[config.mk]
export PLATFORM = sky130hd
export DESIGN_NAME = shift_exec_stage
export DESIGN_NICKNAME = d
export VERILOG_FILES = /design/src/rtl/shift_pkg.sv /design/src/rtl/shift_unit.sv /design/src/rtl/shift_exec_stage.sv
export SDC_FILE = /design/constraint.sdc
export NUM_CORES = 1
export LEC_CHECK = 0
export ABC_AREA = 1
export BUFFER_PORTS_ARGS = -buffer_cell sky130_fd_sc_hd__buf_2
export CAP_MARGIN = 15
export CORE_ASPECT_RATIO = 1.25
export CORE_MARGIN = 10
export CORE_UTILIZATION = 30
export CTS_CLUSTER_DIAMETER = 50
export DETAILED_ROUTE_END_ITERATION = 16
export PLACE_DENSITY = 0.52
export SLEW_MARGIN = 20
export SYNTH_ARGS = -nofsm -noshare
export SYNTH_HDL_FRONTEND = slang
export SYNTH_SLANG_ARGS = --single-unit
[constraint.sdc]
create_clock -name clk -period 1.4 [get_ports clk]
set_input_delay 0.21 -clock clk [delete_from_list [all_inputs] [get_ports clk]]
set_output_delay 0.21 -clock clk [all_outputs]
set_load 0.02 [all_outputs]
[src/rtl/shift_pkg.sv]
// Shared constants and request/response types for the shift execute stage.
package shift_pkg;

    localparam int DATA_W = 16;
    localparam int AMT_W  = 4;
    localparam int RD_W   = 3;

    localparam logic LORR_LEFT  = 1'b0;
    localparam logic LORR_RIGHT = 1'b1;

    typedef struct packed {
        logic [DATA_W-1:0] data;
        logic [AMT_W-1:0]  amount;
        logic              lorr;
        logic [RD_W-1:0]   rd;
    } shift_req_t;

    typedef struct packed {
        logic [DATA_W-1:0] data;
        logic [RD_W-1:0]   rd;
        logic              zero;
        logic              carry;
    } shift_rsp_t;

endpackage

[src/rtl/shift_unit.sv]
// Combinational logical shifter (zero fill). Flags are produced only when
// SHIFT_FLAGS_EN is defined; otherwise they are driven to 0.
module shift_unit
    import shift_pkg::*;
(
    input  shift_req_t req,
    output shift_rsp_t rsp
);

`ifdef SHIFT_FLAGS_EN
    logic [DATA_W:0] left_ext;
    logic [DATA_W:0] right_ext;
`endif

    always_comb begin
        rsp      = '0;
        rsp.data = (req.lorr == LORR_RIGHT) ? (req.data >> req.amount)
                                            : (req.data << req.amount);
        rsp.rd   = req.rd;
`ifdef SHIFT_FLAGS_EN
        // The extra guard bit catches the last bit shifted out; amount 0 leaves it 0.
        left_ext  = {1'b0, req.data} << req.amount;
        right_ext = {req.data, 1'b0} >> req.amount;
        rsp.zero  = (rsp.data == '0);
        rsp.carry = (req.lorr == LORR_RIGHT) ? right_ext[0] : left_ext[DATA_W];
`endif
    end

endmodule

[src/rtl/shift_exec_stage.sv]
// Execute-stage wrapper around shift_unit: registered result with a 2-entry
// output skid buffer and flush. Optional flags via SHIFT_FLAGS_EN.
module shift_exec_stage
    import shift_pkg::*;
(
    input  logic              clk,
    input  logic              rst_n,
    input  logic              in_valid,
    output logic              in_ready,
    input  logic [DATA_W-1:0] in_data,
    input  logic [AMT_W-1:0]  in_amount,
    input  logic              in_lorr,
    input  logic [RD_W-1:0]   in_rd,
    input  logic              flush,
    output logic              out_valid,
    input  logic              out_ready,
    output logic [DATA_W-1:0] out_data,
    output logic [RD_W-1:0]   out_rd,
    output logic              out_zero,
    output logic              out_carry
);

    shift_req_t req;
    shift_rsp_t shifted;
    shift_rsp_t main_rsp;
    shift_rsp_t skid_rsp;
    logic       main_valid;
    logic       skid_valid;
    logic       accept;
    logic       main_free;

    assign req = '{data: in_data, amount: in_amount, lorr: in_lorr, rd: in_rd};

    shift_unit u_shift_unit (
        .req (req),
        .rsp (shifted)
    );

    assign in_ready  = ~skid_valid;
    assign accept    = in_valid & in_ready;
    assign main_free = ~main_valid | out_ready;

    // Skid is only ever full while main is full, so skid -> main and a new
    // accept into main are mutually exclusive.
    always_ff @(posedge clk or negedge rst_n) begin
        if (!rst_n) begin
            main_valid <= 1'b0;
            skid_valid <= 1'b0;
            main_rsp   <= '0;
            skid_rsp   <= '0;
        end else if (flush) begin
            main_valid <= 1'b0;
            skid_valid <= 1'b0;
        end else if (main_free) begin
            if (skid_valid) begin
                main_rsp   <= skid_rsp;
                main_valid <= 1'b1;
                skid_valid <= 1'b0;
            end else if (accept) begin
                main_rsp   <= shifted;
                main_valid <= 1'b1;
            end else begin
                main_valid <= 1'b0;
            end
        end else if (accept) begin
            skid_rsp   <= shifted;
            skid_valid <= 1'b1;
        end
    end

    assign out_valid = main_valid;
    assign out_data  = main_rsp.data;
    assign out_rd    = main_rsp.rd;
    assign out_zero  = main_rsp.zero;
    assign out_carry = main_rsp.carry;

endmodule

==> metrics.md, run 1 <==
| Metric | Value |
|---|---|
| Maximum VDD drop | 0.001060 V |
| Skew final | 0.005026 ns |
| Synth Register Bits | 40 |
| Cell row count | 42 |
| Fin worst setup slack | 0.06462 ns |
| Vias | 3351 |
| WP data required | 1.62 ns |
| Final Critical Period | 1.335 ns |
| Nets | 573 |
| Max-cap violations | 0 |
| Clock root cell | clkbuf_16 |
| Fraction of layout cells with a size suffix above 1 | 27.16% |
| Num ports | 52 |
| Number of synthesized flops with an enable pin | 0 |
| Synth warn | 0 |
| Longest Clk Path Bufs | 2 |
| Hold/Removal Path Class | in2reg |
| Fin. max-slew vios | 0 |
| Clk slew on worst S/H paths | 0.06 ns |
| Mean post-synth cell area | 6.694 um^2 |
| Final hold slack | 0.1815 ns |
| Area Overhead vs Synth | 24.30% |
| Seq/Total Area, Yosys | 30.96% |
| Setup WS pre-CTS | -0.07214 ns |
| CP Launch Type | flip-flop |
| Initial Util | 30.61% |
| Asr flop ratio synth | 100.0% |
| Critical-path cell list | inv_2, a21oi_2, inv_1, nor2_2, bufinv_16, a21oi_1, nand2_1, nand2_1 |
| Via/cell ratio | 4.950 |
| Mapped Area | 3233 um^2 |
| Finish-stage setup viols | 0 |
| Remaining DRCs | 0 |
| Power per cell area | 1036 nW/um^2 |
| Port Buf Inserts | 49 |
| Synth Instances | 483 |
| Dpl hpwl | 7454 um |
| Global route overflow | 0 |
| Htree depth | 2 |
| Final ANT Viol Nets | 0 |
| RSZ-0062 raised after global routing | true |
| Full die area | 15350 um^2 |
| Setup CP Type | reg2reg |
| LEAKAGE | 2.135 nW |
| First drt pass iteration count | 5 |
| Crit. End Element | flip-flop |
| Number of distinct library cells after synthesis | 26 |
| Routability cong. | 0.8451 |
| Final period utilization | 95.38% |
| Wire per inst | 14.17 um |
| Gr usage total | 12.51% |
| Vias in the first global route | 3232 |
| CP arrival | 1.56 ns |
| Final hold viol count | 0 |
| DRT Wirelength | 9594 um |
| Die span in y | 136.1 um |
| Status | finished clean |
| Core area | 10560 um^2 |
| Clk sinks | 40 |
| Die width | 112.9 um |
| Most used DFF post-synth | dfrtp_1 |
| Largest stage delay on the critical path | 0.38 ns |
| Finished Core Util | 38.05% |
| CTS tree | yes |
| CP max-delay cell | dfrtp_1 |
| First-pass GRT wire length | 16250 um |
| Clock latency on the worst-skew pair | 0.28 ns |
| Detailed Route Iter0 Violations | 132 |
| Critical Path Most Common Cell | nand2_1 |
| Largest net degree at the start of global routing | 39 |
| Initial antenna violation count | 0 |
| Fin area | 4019 um^2 |
| Dpl cell area | 3719 um^2 |
| TritonCTS Buffers | 5 |
| Crit-path max FO | 38 |
| # diodes | 0 |
| Fmax | 748.9 MHz |
## kinds of logic after synthesis
kind of cell	share of synthesized area [%]
and+or+nand+nor	48.65
other	0.1160
DFF	30.96
buffers and inverters	11.53
AOI/OAI and AO/OA	8.746
## cells in the final DEF (no fill, tap or decap), types with 5 or more instances in the layout
master	netlist	layout
nand2_4	6	6
o21ai_2	18	18
nor2_1	10	10
nand2_1	184	182
inv_1	24	23
dfrtp_1	40	39
nand3_2	7	7
inv_2	7	7
nand4_1	26	26
nand2_2	3	5
a21oi_2	1	8
buf_4	6	24
buf_2	12	48
clkbuf_16	0	5
a21oi_1	16	9
buf_12	1	10
nand3_1	98	98
## through the flow
step	power [W]	std cells	setup TNS, ns
finish	0.004165	677	0
global route	0.004448	677	-0.3408
CTS	0.004188	676	0
detailed placement	0.002858	662	-0.8405
global placement	0.002852	662	-0.5151
floorplan	0.002435	484	0
## synth_stat cells, types with 3 or more instances
| master | n | area share, % |
|---|---|---|
| buf_2 | 12 | 1.9 |
| nand2_2 | 3 | 0.58 |
| nand2_4 | 6 | 2.1 |
| nand2_1 | 184 | 21 |
| nand3_2 | 7 | 2.2 |
| nand3_1 | 98 | 15 |
| o21ai_0 | 3 | 0.46 |
| buf_4 | 6 | 1.4 |
| a21oi_1 | 16 | 2.5 |
| nand4_1 | 26 | 5.0 |
| inv_2 | 7 | 0.81 |
| o21ai_1 | 3 | 0.46 |
| nor2_2 | 3 | 0.58 |
| inv_1 | 24 | 2.8 |
| buf_6 | 9 | 3.1 |
| o21ai_2 | 18 | 4.9 |
| dfrtp_1 | 40 | 31 |
| nor2_1 | 10 | 1.2 |
## sequential cells by signal, summed over array words and instances (netlist names)
signal and count:
skid_rsp 19, out_rd 3, out_data 16, skid_valid 1, out_valid 1
## worst max-delay path: cells and delay by family (launching register included)
family,cells,cell delay [ns]
flip-flops,1,0.38
AND/OR/NAND/NOR,3,0.26
buffers and inverters,3,0.39
AO/OA/AOI/OAI,2,0.25
## path summary, 6_finish.rpt
kind                                  start      endpoint  slack, ns  cells past startpoint
min in group asynchronous             rst_n  out_data[13]       0.37                      2
worst min register to register  out_data[3]   out_data[3]       0.47                      2
max in group asynchronous             rst_n  skid_rsp[17]       0.55                      3
worst min-delay path               in_rd[2]   skid_rsp[4]       0.18                      3
worst max register to register   skid_valid   out_data[0]       0.06                      8
worst max-delay path             skid_valid   out_data[0]       0.06                      8
## metal layers
layer  global-route usage [%]  wire [um]  vias to the layer above
met5                        0          0                        -
met4                    3.178         61                        0
met3                    1.764        340                        4
met2                    20.61       4490                       72
met1                    16.68       4701                     1548
li1                         -          -                     1727
## final cells by class
type	instances	area, um^2
Clock inverter	3	42.54
Fill cell	1147	6544
Inverter	32	153.9
Tap cell	132	165.2
Clock buffer	5	125.1
Multi-Input combinational cell	382	1899
Sequential cell	40	1002
Timing Repair Buffer	83	630.6
## power by group
group / switching, W / internal (W)
logic: 0.000843 / 0.000514
registers: 0.000107 / 0.00141
clock network: 0.000458 / 0.000837
## repair_timing
item / in CTS / in global routing
hold endpoints to repair: 12 / 0
endpoints found under the setup margin: 22 / 27
setup buffers: 5 / 1
hold buffers: 1 / 0
resized for setup: 3 / 17
Power figures use the tool's default switching activity.
==> run 2: changes to the inputs <==
SYNTH_HIERARCHICAL = 1   (was not set)
==> run 2 against run 1 <==
Synthesized cell count is 11% higher; largest cell class unchanged; cell area rose by 2.9%; hold slack worse by 0.015 ns; combinational power down 9.6%; via count rose by 9.3%; sequential power rose by 7%; wire length increased by 9.8%; clock power down 15%; power shrank 5.3%.
==> metrics.md, run 2 <==
| Metric | Value |
|---|---|
| Commonest non-fill, non-tap cell in the layout | nand2_1 |
| Port Buf Inserts | 51 (+4.1%) |
| DRT Wirelength | 10530 um (+9.8%) |
| Number of distinct library cells after synthesis | 21 (-19%) |
| Detailed Route Iter0 Violations | 300 (+130%) |
| Htree depth | 2 (unchanged) |
| First drt pass iteration count | 4 (-1) |
| Dpl hpwl | 7872 um (+5.6%) |
| Mean post-synth cell area | 6.286 um^2 (-6.1%) |
| Core area | 11080 um^2 (+4.9%) |
| Area contributors post-synth | dfrtp_1, nand2_1, nand3_1 |
| Asr flop ratio synth | 100.0% (unchanged) |
| Via/cell ratio | 4.995 (+0.90%) |
| Full die area | 15920 um^2 (+3.7%) |
| Most used DFF post-synth | dfrtp_1 |
| CTS tree | yes |
| Nets | 627 (+9.4%) |
| Crit-path max FO | 4 (-89%) |
| # diodes | 0 (unchanged) |
| Power per cell area | 954.0 nW/um^2 (-8.0%) |
| Fmax | 746.4 MHz (-0.32%) |
| Area share of the largest cell type after synthesis | 32.62% (+1.7 points) |
| Wire per inst | 14.37 um (+1.4%) |
| Final period utilization | 95.69% (+0.31 points) |
| CP arrival | 1.13 ns (-0.43 ns) |
| Mapped Area | 3376 um^2 (+4.4%) |
| WP data required | 1.19 ns (-0.43 ns) |
| Largest Register | skid_rsp |
| Fraction of layout cells with a size suffix above 1 | 20.90% (-6.3 points) |
| Setup CP Type | reg2out |
| Max reg flops | 21 (+2) |
| Fin worst setup slack | 0.06028 ns (-0.004345 ns) |
| Post-synth top area cell | dfrtp_1 |
| TritonCTS Buffers | 5 (unchanged) |
| Remaining DRCs | 0 (unchanged) |
| Clock root cell | clkbuf_16 |
| Final ANT Viol Nets | 0 (unchanged) |
| Clk slew on worst S/H paths | 0.06 ns (about the same) |
| Status | finished clean |
| Clock latency on the worst-skew pair | 0.29 ns (about the same) |
| Fin. max-slew vios | 0 (unchanged) |
| Slew @ Worst Pin | 0.5177 ns |
| TNS Setup | 0 ns (unchanged) |
| Skew final | 0.003752 ns (-0.001275 ns) |
| Longest Clk Path Bufs | 2 (unchanged) |
| Vias | 3661 (+9.3%) |
| Maximum VDD drop | 0.0005169 V (-51%) |
| Global route overflow | 0 (unchanged) |
| Synth Instances | 537 (+11%) |
| Final Critical Period | 1.340 ns (+0.004345 ns) |
| Vias in the first global route | 3477 (+7.6%) |
| Area Overhead vs Synth | 22.50% |
| Final hold viol count | 0 (unchanged) |
| Max-cap violations | 0 (unchanged) |
| Clk sinks | 44 (+10%) |
| Final hold slack | 0.1663 ns (-0.01527 ns) |
| Gr usage total | 13.05% (+0.54 points) |
| Largest net degree at the start of global routing | 34 (-13%) |
| Crit. End Element | output pin |
| Cell with the most instances after synthesis | nand2_1 |
| Cell row count | 43 (+2.4%) |
| Top cells by count, synth | nand2_1, nand3_1, dfrtp_1 |
| Finish-stage setup viols | 0 (unchanged) |
| Initial Util | 30.46% (-0.15 points) |
| Seq/Total Area, Yosys | 32.62% (+1.7 points) |
| Die width | 114.9 um (+1.8%) |
| Die span in y | 138.6 um (+1.9%) |
| Commonest cells after routing, fill and taps aside | nand2_1, nand3_1, buf_2, dfrtp_1, buf_4 |
| Placed Instances | 724 (+9.4%) |
| LEAKAGE | 2.339 nW (+9.6%) |
| Setup WS pre-CTS | -0.1850 ns (-0.1128 ns) |
| CP Launch Type | flip-flop |
| Final Non-Filler Cells | 733 (+8.3%) |
| Synth warn | 6 (+6) |
| Initial antenna violation count | 0 (unchanged) |
| Routability cong. | 0.8714 (+3.1%) |
| Number of synthesized flops with an enable pin | 0 (unchanged) |
| Hold/Removal Path Class | in2reg |
| Relative slew slack | 65.40% |
| Num ports | 52 (unchanged) |
| First-pass GRT wire length | 17610 um (+8.4%) |
| Synth Register Bits | 44 (+10%) |
==> run 2: cell count changes in the layout (fill, tap and decap cells not counted), sizes merged, moves of 16 or more <==
cell   before  now
inv        31   12
nand2     193  270
a21oi      17    1
nand3     105  149
nand4      26    9
o21ai      24    1
==> run 2: cells by family after synthesis <==
logic type	after synthesis	share of synthesized area, %
compound gates	2	0.2962
buf+inv	50	8.562
flops	44	32.62
other cells	1	0.1111
simple gates	440	58.41
==> run 2: worst paths after layout <==
check | from | to | slack, ns | cells after the start
worst max-delay path | skid_valid | in_ready | 0.06 | 4
worst min-delay path | flush | out_valid | 0.17 | 2
worst max register to register | skid_valid | skid_rsp[9] | 0.15 | 6
worst min register to register | skid_rsp[1] | skid_rsp[1] | 0.47 | 2
max in group asynchronous | rst_n | out_carry | 0.40 | 3
min in group asynchronous | rst_n | skid_rsp[3] | 0.42 | 2
==> run 2: metal layers <==
metal | vias to the layer above | global-route usage, % | wire (um)
met3 | 15 | 2.468 | 659
met4 | 0 | 4.439 | 216
li1 | 1858 | - | -
met1 | 1677 | 16.98 | 4745
met5 | - | 0 | 0
met2 | 111 | 20.90 | 4912
==> run 2: final cells by class <==
class	count	area (um^2)
timing repair buffer	91	661.9
clock inverter	1	5.005
clock buffer	6	128.9
sequential	44	1101
fill	1222	6948
tap	135	168.9
inverter	12	57.56
multi-input combinational	444	2012
==> run 2: what timing repair did <==
item	4_1_cts	5_1_grt
setup buffers	1	0
endpoints found under the setup margin	22	6
hold buffers	1	0
gates resized for setup	4	9
endpoints found under the hold margin	19	0
==> run 2: critical path, stage by stage (launching register included) <==
cell and delay [ns]:
dfrtp_1 0.39, buf_4 0.16, inv_4 0.07, buf_8 0.10, buf_4 0.13
==> run 2: through the flow <==
| step | cell area (um^2) | utilization [%] | power [W] |
|---|---|---|---|
| finish | 4135 | 37.31 | 0.003945 |
| global route | 4135 | 37.31 | 0.004186 |
| CTS | 4106 | 37.05 | 0.003983 |
| detailed placement | 3940 | 35.55 | 0.002856 |
| global placement | 3940 | 35.55 | 0.002842 |
| floorplan | 3379 | - | 0.002411 |
==> run 2: power breakdown <==
part           switching [W]  internal, W  total, W
combinational       0.000783     0.000445   0.00123
clock               0.000458     0.000648   0.00111
sequential          0.000115      0.00150   0.00161
